File: src/rtl/clock_tick_manager.sv
// PLL lock qualifier, sys_reset sequencer and NUM_CH fractional clock-enable tick generators; lock_s lags locked by 2 cycles, ticks are registered.
// No backpressure: config writes are accepted every cycle in any state, ticks are free-running pulses.
module clock_tick_manager #(
  parameter int                   NUM_CH             = 2,
  parameter int                   ACC_WIDTH          = 24,
  parameter logic [ACC_WIDTH-1:0] INC_DEFAULT        = ACC_WIDTH'(201),
  parameter int                   LOCK_STABLE_CYCLES = 1024,
  parameter int                   RST_HOLD_CYCLES    = 16,
  localparam int                  CH_W               = (NUM_CH > 1) ? $clog2(NUM_CH) : 1
) (
  input  logic                 clock_in,
  input  logic                 reset,
  input  logic                 locked,
  input  logic                 cfg_wr,
  input  logic [CH_W-1:0]      cfg_ch,
  input  logic [ACC_WIDTH-1:0] cfg_inc,
  input  logic [NUM_CH-1:0]    ch_enable,
  output logic [NUM_CH-1:0]    tick,
  output logic                 sys_reset,
  output logic                 ready,
  output logic [7:0]           lock_loss_cnt
);

  localparam int CNT_MAX = (LOCK_STABLE_CYCLES > RST_HOLD_CYCLES) ? LOCK_STABLE_CYCLES : RST_HOLD_CYCLES;
  localparam int CNT_W   = (CNT_MAX > 1) ? $clog2(CNT_MAX + 1) : 1;
  localparam logic [CNT_W-1:0] LAST_STABLE = CNT_W'(LOCK_STABLE_CYCLES - 1);
  localparam logic [CNT_W-1:0] LAST_HOLD   = CNT_W'(RST_HOLD_CYCLES - 1);

  typedef enum logic [1:0] {
    WAIT_LOCK = 2'd0,
    STABLE    = 2'd1,
    HOLD      = 2'd2,
    RUN       = 2'd3
  } state_t;

  state_t           state;
  state_t           state_nxt;
  logic [CNT_W-1:0] cnt;
  logic [CNT_W-1:0] cnt_nxt;
  logic             lock_meta;
  logic             lock_s;
  logic             ready_nxt;
  logic             lock_lost;

  // locked comes straight from the PLL and is asynchronous to clock_in
  always_ff @(posedge clock_in) begin
    if (reset) begin
      lock_meta <= 1'b0;
      lock_s    <= 1'b0;
    end else begin
      lock_meta <= locked;
      lock_s    <= lock_meta;
    end
  end

  always_comb begin
    state_nxt = state;
    cnt_nxt   = cnt + CNT_W'(1);
    lock_lost = 1'b0;
    case (state)
      WAIT_LOCK: begin
        cnt_nxt = '0;
        if (lock_s) state_nxt = STABLE;
      end
      STABLE: begin
        if (!lock_s)                 state_nxt = WAIT_LOCK;
        else if (cnt == LAST_STABLE) state_nxt = HOLD;
      end
      HOLD: begin
        if (!lock_s)               state_nxt = WAIT_LOCK;
        else if (cnt == LAST_HOLD) state_nxt = RUN;
      end
      RUN: begin
        cnt_nxt = '0;
        if (!lock_s) begin
          state_nxt = WAIT_LOCK;
          lock_lost = 1'b1;
        end
      end
      default: state_nxt = WAIT_LOCK;
    endcase
    if (state_nxt != state) cnt_nxt = '0;
    ready_nxt = (state_nxt == RUN);
  end

  always_ff @(posedge clock_in) begin
    if (reset) begin
      state         <= WAIT_LOCK;
      cnt           <= '0;
      sys_reset     <= 1'b1;
      ready         <= 1'b0;
      lock_loss_cnt <= 8'd0;
    end else begin
      state     <= state_nxt;
      cnt       <= cnt_nxt;
      sys_reset <= !ready_nxt;
      ready     <= ready_nxt;
      if (lock_lost && (lock_loss_cnt != 8'hFF)) lock_loss_cnt <= lock_loss_cnt + 8'd1;
    end
  end

  for (genvar i = 0; i < NUM_CH; i++) begin : g_ch
    logic [ACC_WIDTH-1:0] acc;
    logic [ACC_WIDTH-1:0] inc;
    logic [ACC_WIDTH:0]   sum;
    logic                 wr_hit;
    logic                 tick_r;

    // out-of-range channel indices match no channel, so such writes drop
    assign wr_hit = cfg_wr && (cfg_ch == CH_W'(i));
    assign sum    = {1'b0, acc} + {1'b0, inc};

    // the tick is gated by the next ready so a lock drop silences it on the state edge
    always_ff @(posedge clock_in) begin
      if (reset) begin
        acc    <= '0;
        inc    <= INC_DEFAULT;
        tick_r <= 1'b0;
      end else begin
        if (wr_hit) inc <= cfg_inc;
        if (ready && ch_enable[i]) begin
          acc    <= sum[ACC_WIDTH-1:0];
          tick_r <= sum[ACC_WIDTH] & ready_nxt;
        end else begin
          acc    <= '0;
          tick_r <= 1'b0;
        end
      end
    end

    assign tick[i] = tick_r;
  end

endmodule

File: config.mk
export PLATFORM = sky130hd
export DESIGN_NAME = clock_tick_manager
export DESIGN_NICKNAME = d
export VERILOG_FILES = /design/src/rtl/clock_tick_manager.sv
export SDC_FILE = /design/constraint.sdc
export NUM_CORES = 1
export LEC_CHECK = 0
export BUFFER_PORTS_ARGS = -buffer_cell sky130_fd_sc_hd__buf_2
export CAP_MARGIN = 10
export CELL_PAD_IN_SITES_DETAIL_PLACEMENT = 0
export CELL_PAD_IN_SITES_GLOBAL_PLACEMENT = 2
export CORE_ASPECT_RATIO = 2
export CORE_MARGIN = 8
export CORE_UTILIZATION = 40
export DETAILED_ROUTE_END_ITERATION = 12
export HOLD_SLACK_MARGIN = 0.03
export MAX_ROUTING_LAYER = met4
export PLACE_DENSITY_LB_ADDON = 0.1
export SYNTH_ARGS = -nofsm -noshare
export SYNTH_HDL_FRONTEND = slang
export SYNTH_SLANG_ARGS = --single-unit
File: constraint.sdc
create_clock -name clock_in -period 4.2 [get_ports clock_in]
set_clock_uncertainty 0.2 [all_clocks]
set_input_delay 0.84 -clock clock_in [delete_from_list [all_inputs] [get_ports clock_in]]
set_output_delay 0.84 -clock clock_in [all_outputs]
set_load 0.02 [all_outputs]
**Yosys cells after proc, flatten, opt, wreduce, memory -nomap -nowiden**

Index checks and enable logic that the tools add are counted.

- $add $sub $neg: 4
- Equal/unequal tests: 8
- Muxes and demuxes: 9
- Bitwise operators: 5
- Reductions and logical operators: 10

Operators with widths:

| cell | count |
|---|---|
| adder 24 x 24 -> 25 bit | 2 |
| 2-to-1 mux 2 bit | 6 |
| adder 11 x 1 -> 11 bit (second input constant) | 1 |
| == test 11 x 10 -> 1 bit (second input constant) | 1 |
| == test 11 x 4 -> 1 bit (second input constant) | 1 |
| adder 8 x 1 -> 8 bit (second input constant) | 1 |
| != test 8 bit (second input constant) | 1 |
| one-hot mux 2 bit (4 select lines) | 1 |
| == test 2 bit (second input constant) | 3 |
| logical AND 1 bit | 5 |
| OR reduction 2 bit | 2 |
| OR reduction 4 bit | 1 |
| NOT 1 bit | 3 |
| AND 1 bit | 2 |
| == test 2 x 1 -> 1 bit (second input constant) | 1 |
| logical NOT 2 bit | 1 |
| 2-to-1 mux 1 bit | 2 |
| != test 2 bit | 1 |
| logical NOT 1 bit | 1 |

- Bits in registers: 123
- Input port bits: 31
- Logic and storage cells: 49

**Logic depth before layout (Yosys ltp)**

- Word-level depth: 6
- Depth in mapped cells: 11
- Gate-level depth less buffers: 9

**Least setup slack after synthesis**

OpenSTA, ideal clock, no wires.

- Path kind: reg-to-reg
- From: register g_ch[0].acc[0]
- To: register g_ch[0].tick_r
- Library setup time: 0.136 ns
- Arrival: 2.470 ns
- Data required time: 3.864 ns
- Slack: 1.394 ns
- Stages on the path, launching flop included: 10
- Buffers on the path: 0
- Cells stage by stage: dfxtp_1 ha_1 fa_1 a211o_1 a2111oi_4 nor3_1 a2111o_1 a31o_1 nand4_1 a2111oi_2

- Word-level cells in the longest chain between the ends: 2

Ends and longest elaborated chain:

| element | line | text |
|---|---|---|
| start, declared | 103 | `logic [ACC_WIDTH-1:0] acc;` |
| start signal, assigned | 122 | `acc <= sum[ACC_WIDTH-1:0];` |
| adder 24 x 24 -> 25 bit | 111 | `assign sum = {1'b0, acc} + {1'b0, inc};` |
| AND 1 bit | 123 | `tick_r <= sum[ACC_WIDTH] & ready_nxt;` |
| end signal, assigned | 123 |  |
| end, declared | 107 | `logic tick_r;` |

No other way between the ends.
A chain may end at the register's enable or synchronous reset.

**Final worst setup path**

Ends and elaborated chain as after synthesis.

==> out/metrics.cfg <==
[min_path]
hp-class=flip-flop to flip-flop

[sta]
setup_viol=0
hold_slack_ns=0.242
finalHoldViolCount=0
worst_pin_slew_ns=0.955
fin_crit_sh_pct=71.3
fmax_mhz=334
tns_ns=0
layout_setup_ws_ns=1.20
max-slew-margin-rel_pct=36.4
finalMaxSlewViolations=0
rsz0062_at_grt=no
fin_crit_ns=3.00

[synthesis]
synth_edf_count=0
synthTopCellsByArea=dfxtp_1 (38%), ha_1 (10%), nand2_1 (7.8%), a21oi_1 (6.3%), nor2_1 (4.8%)
synthFlopType=dfxtp_1
synth_simple_gate_area_share_pct=22.5
synth_top_family_by_area=simple AND/OR/NAND/NOR gates
syn_area_um2=6480
muxShareOfSynthArea_pct=0.154
synth_compound_area_share_pct=18.5
syn_inst=792
synth_top_area_share_pct=38.0
synth_nets=879
synth.distinct_cells=58
synth_xor_area_share_pct=6.49
syn_area_per_cell_um2=8.18
netlist.top_cell.by_area=dfxtp_1
synthAdderAreaFrac_pct=11.0
yosys_warnings=0
seq_area_frac_synth_pct=38.0
synth_seq_cells=123
synth-async-reset-ratio_pct=0

[clocking]
numCtsBuffers=17
cts_hold_buf=0
postCtsResizedCells=0
postCtsSetupBuffers=0
clock_path_buffers=2
clk_pin_slew_worst_paths_ns=0.06
insertion_delay_ns=0.41
cts_tree=done
htreeDepth=4
cts-root-buf=clkbuf_16
clock_sinks=123

[placed_design]
dpl.hpwl_um=11500
dp_slack_ns=1.23
gp_congestion=0.804
portBuffers=42
placed_cell_area_um2=6830

[drt]
drt_iter0_drc=206
drc_errors=0
drt-met1-wl_um=7020
wl_per_cell_um=14.9
firstDrtPassIters=4
vias=5444
wl_met2_um=7750
ant_nets=0
top_layer_used=met4
vias_per_cell=5.24
drt-total-wl_um=15400
wl_met3_um=456

[cells_and_area]
final_cell_area_um2=7460
syn_to_final_growth_pct=15.2
fin_util_pct=46.3
drive_above_1_share_pct=10.2
nets=907

[global_route]
grt_pass1_vias=5377
grt_overflow=0
grt_util_all_layers_pct=15.8
grt_max_degree=62
antenna_found_initial=1
grt_pass1_wl_um=25700

[setup_path]
cp-end-kind=flip-flop
cp.arrival_ns=3.07
path_buf_inv=0
critPathKind=flip-flop to flip-flop
crit_path_top_delay_cell=a2111o_1
cp_max_fo=3
crit_required_ns=4.28
crit_family=compound AO/OA/AOI/OAI gates
path_cells=ha_1 > fa_1 > a211o_1 > a2111oi_4 > nor3_1 > a2111o_1 > a31o_1 > nand4_1 > a2111oi_2
start_kind=flip-flop
cp_slowest_stage_delay_ns=0.46

[floorplanning]
start_util_pct=40.2
coreArea_um2=16100
die-width_um=106
ioPinCount=43
die-area_um2=20800
die_h_um=196
row_count=66

[power_and_ir_drop]
ir_drop_uv=273
leakage_nw=3.15
power.density_nw_per_um2=391

[job]
max_cap_viol_count=0

[run_status]
status=complete, no violations

-- where the power goes --
part,switching [mW],total [mW],internal [mW]
logic,0.0953,0.155,0.0600
registers,0.0184,1.21,1.19
clock network,0.541,1.55,1.01
-- Yosys cell counts, types with 4 or more instances --
cell,count
nand4_1,12
nor3_1,17
nor2_1,83
o21ai_0,26
a211oi_1,9
nand3b_1,10
a31oi_1,4
dfxtp_1,123
nand2b_1,5
and3_1,15
xnor2_1,27
o211ai_1,4
a21oi_1,82
xor2_1,21
clkbuf_1,34
nor2b_1,6
and2_1,5
ha_1,54
a211o_1,4
o21a_1,14
inv_1,18
nand3_1,18
nand2_1,135
a21o_1,13
-- state kept, by name, summed over array words and instances, names as in the netlist, 2 cells and up --
register       flops
g_ch.tick_r        2
g_ch.inc          48
state              2
cnt               11
g_ch.acc          48
lock_loss_cnt      8
-- cell type report --
| class | instances | area, um^2 |
|---|---|---|
| Tap cell | 204 | 255 |
| Multi-Input combinational cell | 614 | 3800 |
| Fill cell | 1688 | 8640 |
| Antenna cell | 1 | 2.50 |
| Timing Repair Buffer | 46 | 240 |
| Clock buffer | 23 | 498 |
| Inverter | 18 | 67.6 |
| Clock inverter | 9 | 135 |
| Sequential cell | 123 | 2460 |
-- cell usage in the layout (no fill, tap or decap), types with 4 or more instances in the layout --
cell       count
nor2_1        83
ha_1          54
a211oi_1       9
o211ai_1       4
a21o_1        13
and3_1        15
a211o_1        4
buf_4          4
o21a_1        14
inv_1         18
o21ai_0       26
nand2_1      135
and2_1         5
xnor2_1       27
a31oi_1        4
nand4_1       12
nand3_1       18
nor3_1        17
nor2b_1        6
nand2b_1       5
clkbuf_8       5
nand3b_1      10
a21oi_1       82
clkbuf_16     17
dfxtp_1      123
buf_2         42
xor2_1        21
-- worst paths after layout --
| kind | startpoint | slack [ns] | cells after the start | to |
|---|---|---|---|---|
| worst min-delay path | lock_meta | 0.24 | 1 | lock_s |
| worst max register to register | g_ch[0].acc[0] | 1.20 | 9 | g_ch[0].tick_r |
| worst min register to register | lock_meta | 0.24 | 1 | lock_s |
| worst max-delay path | g_ch[0].acc[0] | 1.20 | 9 | g_ch[0].tick_r |
-- cells by family after synthesis --
kind of cell             count (synthesis)
buffers and inverters                   55
AND/OR/NAND/NOR                        322
XOR/XNOR                                48
adder cells (fa/ha/maj)                 56
multiplexers                             1
flip-flops                             123
AO/OA/AOI/OAI                          187
-- stage by stage --
stage | cells | total power, mW
2_1_floorplan | 792 | 1.34
3_3_place_gp | 1005 | 1.39
3_5_place_dp | 1005 | 1.39
4_1_cts | 1037 | 2.97
5_1_grt | 1038 | 3.03
6_report | 1038 | 2.92
-- per-layer routing --
metal  GRT usage (%)  vias up
met5               -        -
met4            6.61        0
met3            3.25       13
met2            26.4       67
met1            17.9     2536
li1                -     2828
-- worst register-to-register path: stages, from the launching register on --
cell and delay, ns:
dfxtp_1 0.30, ha_1 0.23, fa_1 0.42, a211o_1 0.34, a2111oi_4 0.34, nor3_1 0.13, a2111o_1 0.46, a31o_1 0.25
nand4_1 0.11, a2111oi_2 0.07
Note: power is estimated with default switching activity, not from simulation.
